`src/rtl/pll_lock_supervisor.sv`:
```
`default_nettype none
// ============================================================================
//  Module   : pll_lock_supervisor
//  Purpose  : Reset and lock supervisor for the system PLL, clocked by the
//             PLL reference clock. Pulses the PLL reset, waits for a
//             synchronized lock indication, and retries the PLL if it does
//             not lock within a timeout. Downstream logic stays in reset
//             until lock has been continuously high for a programmable
//             window. Lock losses while running are counted.
//  Ports    : refclk      in   reference clock (only clock)
//             rst_n       in   asynchronous active-low reset
//             soft_rst    in   synchronous request to restart the sequence
//             pll_locked  in   PLL lock, asynchronous to refclk
//             pll_rst     out  PLL reset, active high, registered
//             sys_reset   out  downstream reset, active high, registered
//             ready       out  locked and stable (always ~sys_reset)
//             timeout_err out  sticky: a lock timeout has occurred
//             relock_cnt  out  lock losses seen while running, saturating
//  Revision : 1.0  initial release
// ============================================================================
module pll_lock_supervisor #(
   parameter int RST_CYCLES    = 16,
   parameter int LOCK_TIMEOUT  = 50000,
   parameter int STABLE_CYCLES = 1024
) (
   input  logic       refclk,
   input  logic       rst_n,
   input  logic       soft_rst,
   input  logic       pll_locked,
   output logic       pll_rst,
   output logic       sys_reset,
   output logic       ready,
   output logic       timeout_err,
   output logic [7:0] relock_cnt
);

   // One shared down-counter, wide enough for the longest of the three
   // intervals. A width of at least 1 keeps degenerate parameters legal.
   localparam int MAX_AB  = (RST_CYCLES > LOCK_TIMEOUT) ? RST_CYCLES : LOCK_TIMEOUT;
   localparam int MAX_CYC = (MAX_AB > STABLE_CYCLES) ? MAX_AB : STABLE_CYCLES;
   localparam int CNT_W   = (MAX_CYC > 1) ? $clog2(MAX_CYC) : 1;

   localparam logic [CNT_W-1:0] RST_LOAD    = CNT_W'(RST_CYCLES - 1);
   localparam logic [CNT_W-1:0] LOCK_LOAD   = CNT_W'(LOCK_TIMEOUT - 1);
   localparam logic [CNT_W-1:0] STABLE_LOAD = CNT_W'(STABLE_CYCLES - 1);
   localparam logic [CNT_W-1:0] CNT_ONE     = CNT_W'(1);

   typedef enum logic [1:0] {
      ST_RESET     = 2'd0,
      ST_WAIT_LOCK = 2'd1,
      ST_STABLE    = 2'd2,
      ST_RUN       = 2'd3
   } state_t;

   state_t           state;
   logic [CNT_W-1:0] cnt;
   logic             sync_meta;
   logic             locked_s;

   // Two-flop synchronizer; only locked_s is used beyond this point.
   always_ff @(posedge refclk or negedge rst_n) begin
      if (!rst_n) begin
         sync_meta <= 1'b0;
         locked_s  <= 1'b0;
      end else begin
         sync_meta <= pll_locked;
         locked_s  <= sync_meta;
      end
   end

   // Sequencer. Outputs are registered alongside the state transition that
   // produces them, so they always reflect the state being entered.
   always_ff @(posedge refclk or negedge rst_n) begin
      if (!rst_n) begin
         state       <= ST_RESET;
         cnt         <= RST_LOAD;
         pll_rst     <= 1'b1;
         sys_reset   <= 1'b1;
         ready       <= 1'b0;
         timeout_err <= 1'b0;
         relock_cnt  <= 8'd0;
      end else if (soft_rst) begin
         // Takes priority over a simultaneous lock loss: no count increment.
         state       <= ST_RESET;
         cnt         <= RST_LOAD;
         pll_rst     <= 1'b1;
         sys_reset   <= 1'b1;
         ready       <= 1'b0;
         timeout_err <= 1'b0;
         relock_cnt  <= 8'd0;
      end else begin
         case (state)
            ST_RESET: begin
               if (cnt == '0) begin
                  state   <= ST_WAIT_LOCK;
                  cnt     <= LOCK_LOAD;
                  pll_rst <= 1'b0;
               end else begin
                  cnt <= cnt - CNT_ONE;
               end
            end
            ST_WAIT_LOCK: begin
               // Lock is tested first so a lock arriving on the final
               // timeout cycle is accepted rather than flagged.
               if (locked_s) begin
                  state <= ST_STABLE;
                  cnt   <= STABLE_LOAD;
               end else if (cnt == '0) begin
                  state       <= ST_RESET;
                  cnt         <= RST_LOAD;
                  pll_rst     <= 1'b1;
                  timeout_err <= 1'b1;
               end else begin
                  cnt <= cnt - CNT_ONE;
               end
            end
            ST_STABLE: begin
               // Any dropout restarts with a fresh lock timeout, without
               // re-pulsing the PLL reset.
               if (!locked_s) begin
                  state <= ST_WAIT_LOCK;
                  cnt   <= LOCK_LOAD;
               end else if (cnt == '0) begin
                  state     <= ST_RUN;
                  sys_reset <= 1'b0;
                  ready     <= 1'b1;
               end else begin
                  cnt <= cnt - CNT_ONE;
               end
            end
            ST_RUN: begin
               if (!locked_s) begin
                  state     <= ST_RESET;
                  cnt       <= RST_LOAD;
                  pll_rst   <= 1'b1;
                  sys_reset <= 1'b1;
                  ready     <= 1'b0;
                  if (relock_cnt != 8'hFF) begin
                     relock_cnt <= relock_cnt + 8'd1;
                  end
               end
            end
            default: begin
               state     <= ST_RESET;
               cnt       <= RST_LOAD;
               pll_rst   <= 1'b1;
               sys_reset <= 1'b1;
               ready     <= 1'b0;
            end
         endcase
      end
   end

endmodule
`default_nettype wire
```
`config.mk`:
```
export PLATFORM = sky130hd
export DESIGN_NAME = pll_lock_supervisor
export DESIGN_NICKNAME = d
export VERILOG_FILES = /design/src/rtl/pll_lock_supervisor.sv
export SDC_FILE = /design/constraint.sdc
export NUM_CORES = 1
export LEC_CHECK = 0
export CAP_MARGIN = 10
export CORE_MARGIN = 8
export CORE_UTILIZATION = 51
export DETAILED_ROUTE_END_ITERATION = 8
export GPL_ROUTABILITY_DRIVEN = 1
export PLACE_DENSITY = 0.74
export SLEW_MARGIN = 20
export SYNTH_ARGS = -nofsm -noshare
export SYNTH_HDL_FRONTEND = slang
export SYNTH_SLANG_ARGS = --single-unit
```
`constraint.sdc`:
```
create_clock -name refclk -period 1.95 [get_ports refclk]
set_clock_uncertainty 0.15 [all_clocks]
set_input_delay 0.195 -clock refclk [delete_from_list [all_inputs] [get_ports refclk]]
set_output_delay 0.195 -clock refclk [all_outputs]
set_load 0.01 [all_outputs]
```
==> flow_metrics.py <==
metrics = {
    "final_layout": {
        "fin_area_mm2": 0.00263,
        "drive_gt1_frac": 0.373,
        "n_antenna_cell": 0,
        "fin_nets": 273,
        "nFillCells": 242,
        "area_delta_synth_final_pct": 45.9,
    },
    "setup_path": {
        "crit_family": "simple AND/OR/NAND/NOR gates",
        "cpMaxStageDelayCell": "or4_4",
        "path_cells": "or4_4, or3_4, nor2_4, o21ai_2, a32o_1",
        "crit_required_ns": 2.03,
        "critical_path_arrival_ns": 2.10,
        "endpoint_kind": "register",
        "rr_worst_depth": 5,
        "startpoint_type": "register",
        "reg2reg_slack_ns": -0.07,
        "r2r-end": "cnt[12]",
        "critPathKind": "register to register",
        "crit_buf_inv": 0,
        "crit_path_max_fanout": 4,
        "r2r_start": "cnt[9]",
        "slowest_delay_ns": 0.57,
    },
    "sta": {
        "fin_crit_ns": 2.02,
        "tns_ns": -0.191,
        "timing.final.crit_share": 1.04,
        "slew_headroom": 0.731,
        "setup_viol": 6,
        "drv_slew": 0,
        "rsz0062_at_grt": "true",
        "tightest_slew_ns": 0.403,
        "max_freq_mhz": 494,
        "final_hold_viol_count": 0,
        "fin_ws_ns": -0.0749,
    },
    "power_and_ir_drop": {
        "power.density_mw_per_mm2": 550,
        "switchingPower_mw": 0.381,
        "ir_drop_v": 0.000524,
        "sw_frac_of_total": 0.263,
        "p_leak_nw": 1.18,
        "p_seq_frac": 0.500,
        "combPwrFrac": 0.152,
        "internal_power_mw": 1.07,
        "clock_power_share": 0.348,
    },
    "die": {
        "fp.dieArea_mm2": 0.00570,
        "io_pins": 16,
        "die_w_um": 75.5,
        "rows": 21,
        "start_util": 0.536,
        "die_h_um": 75.5,
        "coreArea_mm2": 0.00336,
    },
    "global_route": {
        "grt_overflow": 0,
        "grt_pass1_vias": 1877,
        "grt_antenna_before_repair": 0,
        "grt_pass1_wl_um": 8420,
        "grt_usage": 0.195,
        "grt_max_degree": 33,
    },
    "drt": {
        "drc": 0,
        "drtAntennaViolNets": 0,
        "routed-via-count": 1904,
        "drt-total-wl_um": 5400,
        "drt-pass1-iter-count": 4,
        "viasPerCell": 6.06,
        "drt_iter0_drc": 136,
        "routedWlPerCell_um": 17.2,
    },
    "yosys": {
        "synth_async_sr_flop_share": 1.00,
        "ys_seq_area_frac": 0.448,
        "synth_fa_ha_area_frac": 0.0139,
        "synth_compound_area_frac": 0.197,
        "ys_ff_latch": 32,
        "synth-simple-area-share": 0.252,
        "syn_nets": 215,
        "syn_avg_cell_area_um2": 8.63,
        "synthXorXnorAreaFrac": 0.0291,
        "yosysUniqueCellTypes": 46,
        "syn_inst": 209,
        "syn_area_mm2": 0.00180,
        "synth_edf_count": 0,
        "muxShareOfSynthArea": 0.0173,
        "synth_flop_cell": "dfrtp_1",
        "synth-warning-count": 0,
        "synth_top_family_by_area": "simple AND/OR/NAND/NOR gates",
    },
    "clocking": {
        "path_clk_slew_ns": 0.10,
        "root_buffer": "clkbuf_4",
        "tritoncts": "done",
        "clockBufferDepth": 2,
        "cts_made_buffers": 5,
        "h-tree-depth": 2,
        "clock-sinks": 32,
        "clk_latency_ns": 0.34,
    },
    "worst_hold_path": {
        "hp-class": "primary input to async pin",
    },
    "outcome": {
        "status": "finished, violations left",
        "failed_checks": "setup timing",
    },
    "placed_design": {
        "dpl.hpwl_um": 3610,
        "gp_congestion": 0.896,
        "placedInstanceArea_mm2": 0.00230,
        "port_buffers": 15,
        "pre_cts_ws_ns": -0.173,
    },
    "flow_run": {
        "maxCapViolations": 0,
    },
}
-- metal layers --
metal,vias to the layer above,GRT usage,wire length (µm)
li1,882,-,-
met1,913,0.219,2110
met2,82,0.326,2670
met3,27,0.0592,367
met4,0,0.100,249
met5,-,0,0
-- cells by family after synthesis --
| kind of cell | after synthesis |
|---|---|
| XOR/XNOR | 6 |
| buffers and inverters | 19 |
| AO/OA/AOI/OAI | 55 |
| AND/OR/NAND/NOR | 92 |
| adder cells (fa/ha/maj) | 2 |
| multiplexers | 3 |
| flip-flops | 32 |
-- worst reg2reg max path: cells and delay by family, from the launching register on --
family	cells	cell delay, ns
simple gates	3	1.09
compound gates	2	0.25
flops	1	0.42
-- cell type report --
class | instances | area, µm² | area share
Clock buffer | 6 | 41.3 | 0.0157
Multi-Input combinational cell | 158 | 1120 | 0.425
Sequential cell | 32 | 811 | 0.308
Clock inverter | 2 | 35.0 | 0.0133
Inverter | 8 | 30.0 | 0.0114
Tap cell | 46 | 57.6 | 0.0219
Timing Repair Buffer | 62 | 538 | 0.204
-- sequential cells by signal, summed over array words and instances, names as in the netlist --
name / count
cnt: 16
pll_rst: 1
locked_s: 1
sys_reset: 1
state: 2
relock_cnt: 8
ready: 1
timeout_err: 1
sync_meta: 1
-- power by group through the flow --
stage | Combinational, mW | Sequential [mW] | Clock, mW
2_1_floorplan | 0.0796 | 0.730 | 0
3_5_place_dp | 0.185 | 0.727 | 0
4_1_cts | 0.192 | 0.720 | 0.511
3_3_place_gp | 0.176 | 0.724 | 0
5_1_grt | 0.238 | 0.726 | 0.543
6_report | 0.221 | 0.723 | 0.504
-- cell usage after synthesis (5+ instances only) --
library cell  number  share of area
nor2_1            24          0.050
dfrtp_1           26           0.36
inv_1              8          0.017
xnor2_1            5          0.024
dfstp_2            6          0.087
nor3_1            11          0.031
clkbuf_1           8          0.017
o21ai_0           14          0.039
nand3_1           13          0.036
or3_1              6          0.021
a21oi_1           13          0.036
nand2_1           19          0.040
-- cell usage in the layout (no fill, tap or decap), drive strengths merged, types with 2 or more instances in the layout --
cell type,instances
o21ai,15
xnor2,5
clkdlybuf4s50,15
buf,47
or3,6
o211ai,4
nand2b,3
nor2,24
nand3,13
inv,8
dfstp,6
o211a,2
nand4,2
and2,2
mux2i,2
clkbuf,6
a21o,4
a21oi,13
nor4,4
nor3,11
o21a,2
nand2,19
dfrtp,26
o31ai,2
ha,2
a31oi,3
or4,3
-- through the flow --
step                std cells  power, mW   util  hold WS, ns
floorplan                 209      0.810      -       -0.251
finish                    314       1.45  0.783       0.0999
global placement          297      0.900  0.683        0.188
global route              314       1.51  0.783        0.131
detailed placement        297      0.912  0.683        0.203
CTS                       311       1.42  0.733        0.108
-- what timing repair did --
action,4_1_cts,5_1_grt
hold buffers,0,0
pin swaps,8,6
resized for setup,12,37
setup endpoints to repair,17,19
buffers inserted,6,3
-- how the worst max path moves through the flow --
| stage | start | end | slack, ns | depth (start not counted) |
|---|---|---|---|---|
| after floorplan | cnt[0] | cnt[11] | -0.09 | 8 |
| after global placement | cnt[0] | cnt[11] | -0.12 | 7 |
| after detailed placement | cnt[0] | cnt[12] | -0.17 | 7 |
| after CTS | cnt[9] | cnt[12] | -0.04 | 5 |
| after global routing | cnt[1] | cnt[7] | -0.14 | 8 |
| final | cnt[9] | cnt[12] | -0.07 | 5 |
Power figures use the tool's default switching activity.
==> RTL edit, RTL diff (config.mk and constraints unchanged) <==
The 4 states of `state_t` get a one-hot encoding in 4 bits.
--- a/src/rtl/pll_lock_supervisor.sv
+++ b/src/rtl/pll_lock_supervisor.sv
@@ -47,7 +47,7 @@
 
-   typedef enum logic [1:0] {
-      ST_RESET     = 2'd0,
-      ST_WAIT_LOCK = 2'd1,
-      ST_STABLE    = 2'd2,
-      ST_RUN       = 2'd3
+   typedef enum logic [3:0] {
+      ST_RESET     = 4'b0001,
+      ST_WAIT_LOCK = 4'b0010,
+      ST_STABLE    = 4'b0100,
+      ST_RUN       = 4'b1000
    } state_t;
Check against the original RTL: same outputs for any inputs over 10 cycles, from zero or initial values and one cycle with rst_n low; not proved beyond that.
==> RTL edit against the unedited design <==
The flow still finishes with violations (setup timing); total power grew 16%; worst setup slack got worse by 290 ps; final area increased by 25%; synthesized area grew 20%; sequential cell count up 2; global-route usage increased by 1.0 points; core utilization up 2.8 points; routed wire length is 40% higher.
==> RTL edit: results (changes against the unedited design) <==
status - complete, but fails checks (unchanged)
failing checks - setup timing (unchanged)
Synth Area in Compound Gates - 0.218 (was 0.197)
path depth of the worst reg2reg path - 9 (was 5)
Synth area leaders - dfrtp_1, dfstp_2, nor2_1, o21ai_0, nand2_1 (was dfrtp_1, dfstp_2, nor2_1, nand2_1, o21ai_0)
WL final - 7540 um (was 5400 um)
share of cells above drive strength 1 - 0.492 (was 0.373)
vias post-DR - 2264 (was 1904)
WP data arrival - 2390 ps (was 2100 ps)
met1 wire length - 3070 um (was 2110 um)
Final Setup Violations - 23 (was 6)
GPL Wtd Cong - 0.903 (was 0.896)
clock root cell - clkbuf_8 (was clkbuf_4)
DR vias/cell - 6.24 (was 6.06)
biggest regs - cnt x16, relock_cnt x8, state x4 (was cnt x16, relock_cnt x8, state x2)
mux cell area share after synthesis - 0.0144 (was 0.0173)
worst setup margin - -368 ps (was -74.9 ps)
Cell variety after synth - 66 (was 46)
post-synthesis instance total - 232 (was 209)
Tot GR Track Use - 0.205 (was 0.195)
dpl ws - -350 ps (was -173 ps)
xor/xnor share of the synthesized area - 0.0317 (was 0.0291)
Peak VDD IR - 347 uV (was 524 uV)
placed cell areas - 2760 um^2 (was 2300 um^2)
Post-synth top cells - dfrtp_1, nor2_1, nand2_1 (unchanged)
routing usage on met2 - 0.360 (was 0.326)
LEAKAGE - 1.46 nW (was 1.18 nW)
routed wl met3 - 452 um (was 367 um)
Fin Setup TNS - -3900 ps (was -191 ps)
-- RTL edit: changes by cell type in the layout (fill, tap and decap cells not counted), moves of 4 or more --
cell      before  now
buf_4         40   58
clkbuf_8       0    6
clkbuf_4       5    0
nand3_1       12    6
a21oi_1        9    5
a21o_1         4    0
buf_6          6   11
-- RTL edit: power groups by stage --
stage | clock network, mW | registers, mW | logic (mW)
after floorplan | 0 | 0.746 | 0.158
after global placement | 0 | 0.747 | 0.264
after detailed placement | 0 | 0.747 | 0.269
after CTS | 0.569 | 0.735 | 0.305
after global routing | 0.596 | 0.738 | 0.389
final | 0.567 | 0.737 | 0.369
-- RTL edit: layout make-up --
cell class / instances / area, um^2
multi-input cells: 176 / 1510
flip-flops and latches: 34 / 862
fillers: 222 / 768
repair buffers: 86 / 729
clock buffers: 8 / 90.1
well taps: 50 / 62.6
inverters: 9 / 36.3
